**src/rtl/vga_sync_if.sv**
```systemverilog
// Timing outputs of the VGA sync generator, grouped for the pixel/colour logic.
// Outputs change only on the clk after pix_tick and hold between ticks. There is no ready: the consumer samples them.
interface vga_sync_if #(
  parameter int CW = 10
);
  logic          pix_tick;
  logic [CW-1:0] px_x;
  logic [CW-1:0] px_y;
  logic          hsync;
  logic          vsync;
  logic          video_on;
  logic          frame_start;

  modport master (
    output pix_tick, px_x, px_y, hsync, vsync, video_on, frame_start
  );

  modport slave (
    input pix_tick, px_x, px_y, hsync, vsync, video_on, frame_start
  );
endinterface

```
**src/rtl/vga_sync_gen.sv**
```systemverilog
// VGA timing generator on the master clock: a pixel-tick enable drives the h/v counters.
// Syncs and video_on are decoded from the next counter values, so they line up with px_x/px_y.
module vga_sync_gen #(
  parameter int DIV      = 4,
  parameter int H_ACTIVE = 640,
  parameter int H_FP     = 16,
  parameter int H_SYNC   = 96,
  parameter int H_BP     = 48,
  parameter int V_ACTIVE = 480,
  parameter int V_FP     = 10,
  parameter int V_SYNC   = 2,
  parameter int V_BP     = 33,
  parameter int CW       = 10
) (
  input  logic        clk,
  input  logic        rst,
  vga_sync_if.master  vga
);
  localparam int H_TOTAL  = H_ACTIVE + H_FP + H_SYNC + H_BP;
  localparam int V_TOTAL  = V_ACTIVE + V_FP + V_SYNC + V_BP;
  localparam int HS_START = H_ACTIVE + H_FP;
  localparam int HS_END   = HS_START + H_SYNC;
  localparam int VS_START = V_ACTIVE + V_FP;
  localparam int VS_END   = VS_START + V_SYNC;
  localparam int DW       = (DIV > 1) ? $clog2(DIV) : 1;

  logic [DW-1:0] div_cnt;
  logic [CW-1:0] h_cnt;
  logic [CW-1:0] v_cnt;
  logic          pix_tick_r;
  logic          hsync_r;
  logic          vsync_r;
  logic          video_on_r;
  logic          frame_start_r;

  logic          tick_nxt;
  logic          h_wrap;
  logic          v_wrap;
  logic [CW-1:0] h_nxt;
  logic [CW-1:0] v_nxt;

  assign tick_nxt = (div_cnt == DW'(DIV - 1));

  always_comb begin
    h_wrap = (h_cnt == CW'(H_TOTAL - 1));
    v_wrap = (v_cnt == CW'(V_TOTAL - 1));
    h_nxt  = h_wrap ? '0 : h_cnt + CW'(1);
    v_nxt  = v_cnt;
    if (h_wrap) begin
      v_nxt = v_wrap ? '0 : v_cnt + CW'(1);
    end
  end

  // Reset parks the counters on the last pixel so the first tick lands on (0,0).
  always_ff @(posedge clk or posedge rst) begin
    if (rst) begin
      div_cnt       <= '0;
      h_cnt         <= CW'(H_TOTAL - 1);
      v_cnt         <= CW'(V_TOTAL - 1);
      pix_tick_r    <= 1'b0;
      hsync_r       <= 1'b1;
      vsync_r       <= 1'b1;
      video_on_r    <= 1'b0;
      frame_start_r <= 1'b0;
    end else begin
      div_cnt       <= tick_nxt ? '0 : div_cnt + DW'(1);
      pix_tick_r    <= tick_nxt;
      frame_start_r <= tick_nxt && h_wrap && v_wrap;
      if (tick_nxt) begin
        h_cnt      <= h_nxt;
        v_cnt      <= v_nxt;
        hsync_r    <= !((h_nxt >= CW'(HS_START)) && (h_nxt < CW'(HS_END)));
        vsync_r    <= !((v_nxt >= CW'(VS_START)) && (v_nxt < CW'(VS_END)));
        video_on_r <= (h_nxt < CW'(H_ACTIVE)) && (v_nxt < CW'(V_ACTIVE));
      end
    end
  end

  assign vga.pix_tick    = pix_tick_r;
  assign vga.px_x        = h_cnt;
  assign vga.px_y        = v_cnt;
  assign vga.hsync       = hsync_r;
  assign vga.vsync       = vsync_r;
  assign vga.video_on    = video_on_r;
  assign vga.frame_start = frame_start_r;
endmodule

```
**src/flat_wrapper.sv**
```systemverilog
// flat-port wrapper written by rule: the top's interface ports become plain ports
module vga_sync_gen_flat 
#(
  parameter int DIV      = 4,
  parameter int H_ACTIVE = 640,
  parameter int H_FP     = 16,
  parameter int H_SYNC   = 96,
  parameter int H_BP     = 48,
  parameter int V_ACTIVE = 480,
  parameter int V_FP     = 10,
  parameter int V_SYNC   = 2,
  parameter int V_BP     = 33,
  parameter int CW       = 10
)
  (clk, rst, vga_pix_tick, vga_px_x, vga_px_y, vga_hsync, vga_vsync, vga_video_on, vga_frame_start);
  vga_sync_if #(.CW(CW)) vga_i ();
  input  logic clk;
  input  logic rst;
  output wire logic [$bits(vga_i.pix_tick)-1:0] vga_pix_tick;
  output wire logic [$bits(vga_i.px_x)-1:0] vga_px_x;
  output wire logic [$bits(vga_i.px_y)-1:0] vga_px_y;
  output wire logic [$bits(vga_i.hsync)-1:0] vga_hsync;
  output wire logic [$bits(vga_i.vsync)-1:0] vga_vsync;
  output wire logic [$bits(vga_i.video_on)-1:0] vga_video_on;
  output wire logic [$bits(vga_i.frame_start)-1:0] vga_frame_start;
  assign vga_pix_tick = vga_i.pix_tick;
  assign vga_px_x = vga_i.px_x;
  assign vga_px_y = vga_i.px_y;
  assign vga_hsync = vga_i.hsync;
  assign vga_vsync = vga_i.vsync;
  assign vga_video_on = vga_i.video_on;
  assign vga_frame_start = vga_i.frame_start;
  vga_sync_gen #(.DIV(DIV), .H_ACTIVE(H_ACTIVE), .H_FP(H_FP), .H_SYNC(H_SYNC), .H_BP(H_BP), .V_ACTIVE(V_ACTIVE), .V_FP(V_FP), .V_SYNC(V_SYNC), .V_BP(V_BP), .CW(CW)) u_core (.clk(clk), .rst(rst), .vga(vga_i));
endmodule
```
**config.mk**
```make
export PLATFORM = sky130hd
export DESIGN_NAME = vga_sync_gen_flat
export DESIGN_NICKNAME = d
export VERILOG_FILES = /design/src/rtl/vga_sync_if.sv /design/src/rtl/vga_sync_gen.sv /design/src/flat_wrapper.sv
export SDC_FILE = /design/constraint.sdc
export NUM_CORES = 1
export LEC_CHECK = 0
export CORE_AREA = 3 3 70 72
export CTS_BUF_LIST = sky130_fd_sc_hd__clkbuf_8
export DETAILED_ROUTE_END_ITERATION = 10
export DIE_AREA = 0 0 73 75
export GPL_TIMING_DRIVEN = 0
export PLACE_DENSITY = 0.57
export SLEW_MARGIN = 20
export SYNTH_ARGS = -nofsm -noshare
export SYNTH_HDL_FRONTEND = slang
export SYNTH_SLANG_ARGS = --single-unit
```
**constraint.sdc**
```tcl
create_clock -name clk -period 6.7 [get_ports clk]
set_input_delay 0.67 -clock clk [delete_from_list [all_inputs] [get_ports clk]]
set_output_delay 0.67 -clock clk [all_outputs]
set_load 0.01 [all_outputs]
```
# --- Yosys cells after proc, flatten, opt, wreduce, memory -nomap -nowiden ---
# Cells that the tools add are included.
word_totals:
  ff_bits: 27
  out_inout_bits: 25
  elab_cells: 31
op_classes:
  addsub: 3
  magnitude_cmp: 6
  n_eq_ne: 3
  mux: 4
  n_reduce_logical: 7
ops:
  columns: ["cell", "count"]
  rows:
  - ["10-bit 2-to-1 mux", 3]
  - ["10-bit by 1-bit adder with 10-bit output, second input constant", 2]
  - ["10-bit equality test, second input constant", 2]
  - ["10-bit < comparator, second input constant", 2]
  - ["10-bit by 9-bit < comparator with 1-bit output, second input constant", 2]
  - ["10-bit greater-or-equal comparator, second input constant", 1]
  - ["10-bit by 9-bit greater-or-equal comparator with 1-bit output, second input constant", 1]
  - ["1-bit logical AND", 5]
  - ["2-bit by 1-bit adder with 2-bit output, second input constant", 1]
  - ["2-bit equality test, second input constant", 1]
  - ["1-bit logical NOT", 2]
  - ["2-bit 2-to-1 mux", 1]

# --- Longest topological paths before layout ---
depth:
  ltp_word: 6
  ltp_mapped: 8
  ltp_nobuf: 8

# --- Worst setup path after synthesis ---
# No wires, ideal clock.
synth_path:
  path_type: "flip-flop to flip-flop"
  startpoint: "register u_core.h_cnt[0] (netlist: u_core.vga.px_x[0])"
  endpoint: "register u_core.vsync_r (netlist: u_core.vga.vsync)"
  t_arrival_ns: 2.212
  path_slack_ns: 4.386
  path_stages_with_launch: 9
  path_buffers: 1
  synth_period_minus_slack_ns: 2.314
  path_cell_list: "dfstp_2 -> ha_1 -> nand4_1 -> or4_4 -> buf_6 -> or3_1 -> mux2i_1 -> and2_1 -> a41oi_2"
synth_between:
  elab_chain_cells: 5
synth_lines:
  columns: ["item", "line_no", "rtl"]
  rows:
  - ["start: declaration", "vga_sync_gen.sv:28", "logic [CW-1:0] h_cnt;"]
  - ["start signal: assignment", "vga_sync_gen.sv:58", "h_cnt <= CW'(H_TOTAL - 1);"]
  - ["start signal: assignment", "vga_sync_gen.sv:70", "h_cnt <= h_nxt;"]
  - ["10-bit equality test *", "vga_sync_gen.sv:45", "h_wrap = (h_cnt == CW'(H_TOTAL - 1));"]
  - ["10-bit 2-to-1 mux *", "vga_sync_gen.sv:49", "if (h_wrap) begin"]
  - ["10-bit by 9-bit greater-or-equal comparator with 1-bit output / 10-bit by 9-bit < comparator with 1-bit output (equally long branches)", "vga_sync_gen.sv:73", "vsync_r <= !((v_nxt >= CW'(VS_START)) && (v_nxt < CW'(VS_END)));"]
  - ["1-bit logical AND *", "vga_sync_gen.sv:73", null]
  - ["1-bit logical NOT *", "vga_sync_gen.sv:73", null]
  - ["end signal: assignment", "vga_sync_gen.sv:73", null]
  - ["end: declaration", "vga_sync_gen.sv:32", "logic vsync_r;"]
# Every way passes the cells marked *; elsewhere a longest branch is shown, timed or not.
# A chain may end at the register's enable or synchronous reset.

# --- Worst setup path after layout ---
layout_path:
  startpoint: "register u_core.h_cnt[0] (netlist: u_core.vga.px_x[0])"
  endpoint: "register u_core.video_on_r (netlist: u_core.vga.video_on)"
layout_between:
  elab_chain_cells: 4
layout_lines:
  columns: ["item", "line_no", "rtl"]
  rows:
  - ["10-bit by 1-bit adder with 10-bit output / 10-bit equality test (equally long branches)", "vga_sync_gen.sv:47, vga_sync_gen.sv:45", null]
  - ["10-bit 2-to-1 mux (on tied branches)", "vga_sync_gen.sv:47, vga_sync_gen.sv:49", null]
  - ["10-bit < comparator / 10-bit by 9-bit < comparator with 1-bit output (equally long branches)", "vga_sync_gen.sv:74", "video_on_r <= (h_nxt < CW'(H_ACTIVE)) && (v_nxt < CW'(V_ACTIVE));"]
  - ["1-bit logical AND *", "vga_sync_gen.sv:74", null]
  - ["end signal: assignment", "vga_sync_gen.sv:74", null]
  - ["end: declaration", "vga_sync_gen.sv:33", "logic video_on_r;"]
# Marked as above.

==> flow_summary.toml <==
[run_status]
status = "finished clean"

[job]
drv_cap = 0

[layout]
area_growth_pct = 21.88
fill_cells = 418
finalNetCount = 220
final_common_cell = "clkdlybuf4s50_1"
layout_common_cells = "clkdlybuf4s50_1, nor2_1, dfrtp_1"
drive_above_1_share_pct = 15.57
instances_no_fill = 264
finalInstanceArea_um2 = 2063
antennaDiodeCount = 0

[cts]
worstSkewPairLatency_ns = 0.28
cts_max_level = 1
cts.sinks = 27
postCtsSetupBuffers = 0
cts_resized = 0
clockBufferDepth = 2
cts_root_buffer = "clkbuf_8"
cts_hold_buf = 0
numCtsBuffers = 3
tritoncts = "done"
clkTransAtPathRegs_ns = 0.09

[timing]
finalSetupViolations = 0
rsz0062_at_grt = "no"
tightest_slew_ns = 0.9582
hold_ws_ns = 0.4439
fmax_mhz = 397.9
drv_slew = 0
finalCritPeriodShare_pct = 37.51
fin_tns_setup_ns = 0
slew_headroom_pct = 35.72
skew_ns = 0.005040
fin_crit_ns = 2.513
hold_viol = 0

[floorplanning]
rows = 24
start_util_pct = 38.88
dieWidth_um = 73
ios = 27
die_area_um2 = 5475
die_y_um = 75
coreArea_um2 = 4354

[route]
route.met3.wl_um = 102
drtPass1Iterations = 4
wl_met1_mm = 1.892
postRouteAntennaNets = 0
top_layer = "met4"
drc_errors = 0
drt_wl_total_mm = 3.991
viasPerCell = 5.678
vias = 1499
initialDrtViolationCount = 124
route.met2.wl_mm = 1.892
detail_route.wl_per_cell_um = 15.12

[placement]
io_buffers = 26
place.gp.congestion = 0.8594
dp_hpwl_mm = 2.928
dpl_cell_area_um2 = 2018
dp_cells = 260

[global_routing]
grt_max_degree = 28
overflow = 0
grt_pass1_wl_mm = 6.762
grt_usage_pct = 16.01
grt_antenna_before_repair = 0
grt_pass1_vias = 1393

[worst_setup_path]
cp-end-kind = "flip-flop"
worst-path-max-fanout = 7
crit_start = "u_core.vga.px_x[0]$_DFFE_PP1P_"
worstRegToRegCells = 7
r2r_start = "u_core.vga.px_x[0]$_DFFE_PP1P_"
startpoint_type = "flip-flop"
r2r-end = "u_core.vga.video_on$_DFFE_PP0P_"
path_class = "reg2reg"
crit_path_end = "u_core.vga.video_on$_DFFE_PP0P_"
critPathArrivalTime_ns = 2.65
crit_required_ns = 6.84
r2r_setup_slack_ns = 4.19

[logic_synthesis]
synth-edff-count = 0
synthCells = 182
ys_ff_latch = 27
synthArstFlopShare_pct = 100.0
syn_nets = 189
syn_avg_cell_area_um2 = 9.302
synthDistinctLibCells = 53
ys_warn_count = 0
synth_area_um2 = 1693
yosysSeqAreaShare_pct = 40.80
ys.flop_type = "dfrtp_1"

[power_and_ir_drop]
p_leak_nw = 0.8136
powerDensity_nw_per_um2 = 126.3
max-vdd-ir-drop_uv = 64.24

[worst_hold_path]
hp-class = "reg2reg"
[sequential cells by signal, summed over array words and instances (netlist names)]
name and flops:
u_core.vga.px_x 10, u_core.vga.frame_start 1, u_core.vga.pix_tick 1, u_core.div_cnt 2
u_core.vga.hsync 1, u_core.vga.video_on 1, u_core.vga.px_y 10, u_core.vga.vsync 1
[per-stage QoR]
stage | utilization [%] | setup WS, ns | total power, mW
final | 47.39 | 4.187 | 0.2607
after global routing | 47.39 | 3.955 | 0.2744
after CTS | 47.39 | 4.162 | 0.2648
after detailed placement | 46.35 | 4.176 | 0.1702
after global placement | 46.35 | 4.204 | 0.1701
after floorplan | - | 4.386 | 0.1685
[where the power goes]
| part | internal [mW] | switching [mW] | total (mW) |
|---|---|---|---|
| clock network | 0.0412 | 0.0526 | 0.0938 |
| logic | 0.000551 | 0.00311 | 0.00366 |
| registers | 0.163 | 0 | 0.163 |
[synth_stat cells (2+ instances only)]
cell type | instances | area, µm²
nand3b_1 | 2 | 15.01
ha_1 | 5 | 62.56
buf_1 | 2 | 7.510
nor3_1 | 2 | 10.01
xor2_1 | 3 | 26.28
dfrtp_1 | 15 | 375.4
a21oi_1 | 9 | 45.04
buf_6 | 3 | 33.78
mux2_2 | 2 | 22.52
and3_1 | 7 | 43.79
nand4_1 | 6 | 37.54
o31ai_1 | 4 | 30.03
nand2_1 | 14 | 52.55
nor2_1 | 17 | 63.81
dfstp_2 | 12 | 315.3
o21ai_0 | 12 | 60.06
clkbuf_1 | 5 | 18.77
inv_1 | 5 | 18.77
xnor2_1 | 7 | 61.31
nand3_1 | 12 | 60.06
nand2b_1 | 2 | 12.51
buf_4 | 2 | 15.01
nor4_1 | 2 | 12.51
or4_4 | 2 | 22.52
o32ai_1 | 2 | 17.52
[cell families after synthesis]
logic type | Yosys count | share of synthesized area (%)
buf+inv | 18 | 5.839
compound gates | 44 | 17.89
xor+xnor | 10 | 5.174
simple gates | 75 | 24.69
flops | 27 | 40.80
mux | 3 | 1.922
fa+ha+maj | 5 | 3.695
[how the worst min path moves through the flow]
stage                                            from                     endpoint  slack, ns  cells after the start
after floorplan           u_core.div_cnt[0]$_DFF_PP0_  u_core.div_cnt[0]$_DFF_PP0_       0.40                      1
after global placement    u_core.div_cnt[0]$_DFF_PP0_  u_core.div_cnt[0]$_DFF_PP0_       0.42                      1
after detailed placement  u_core.div_cnt[0]$_DFF_PP0_  u_core.div_cnt[0]$_DFF_PP0_       0.43                      1
after CTS                 u_core.div_cnt[0]$_DFF_PP0_  u_core.div_cnt[0]$_DFF_PP0_       0.45                      1
after global routing      u_core.div_cnt[0]$_DFF_PP0_  u_core.div_cnt[0]$_DFF_PP0_       0.49                      1
final                     u_core.div_cnt[0]$_DFF_PP0_  u_core.div_cnt[0]$_DFF_PP0_       0.44                      1
[cell type report]
cell class | instances | area, µm² | share of cell area [%]
Buffer | 13 | 80.08 | 3.881
Clock buffer | 3 | 41.29 | 2.001
Clock inverter | 1 | 3.754 | 0.1819
Inverter | 5 | 18.77 | 0.9096
Multi-Input combinational cell | 137 | 903.4 | 43.78
Sequential cell | 27 | 690.7 | 33.47
Tap cell | 52 | 65.06 | 3.153
Timing Repair Buffer | 26 | 260.3 | 12.61
[worst max-delay path, stage by stage (launching register included)]
cell and delay, ns:
dfstp_2 0.59, ha_1 0.20, nand4_1 0.21, nor4_1 0.42, nand2_1 0.14, xor2_1 0.18
a2111oi_2 0.49, o32ai_1 0.15
[routing by layer]
layer | vias up | global-route usage (%)
li1 | 722 | -
met1 | 729 | 21.52
met2 | 39 | 25.52
met3 | 9 | 2.003
met4 | 0 | 7.787
met5 | - | 0
(Power assumes the default switching activity.)
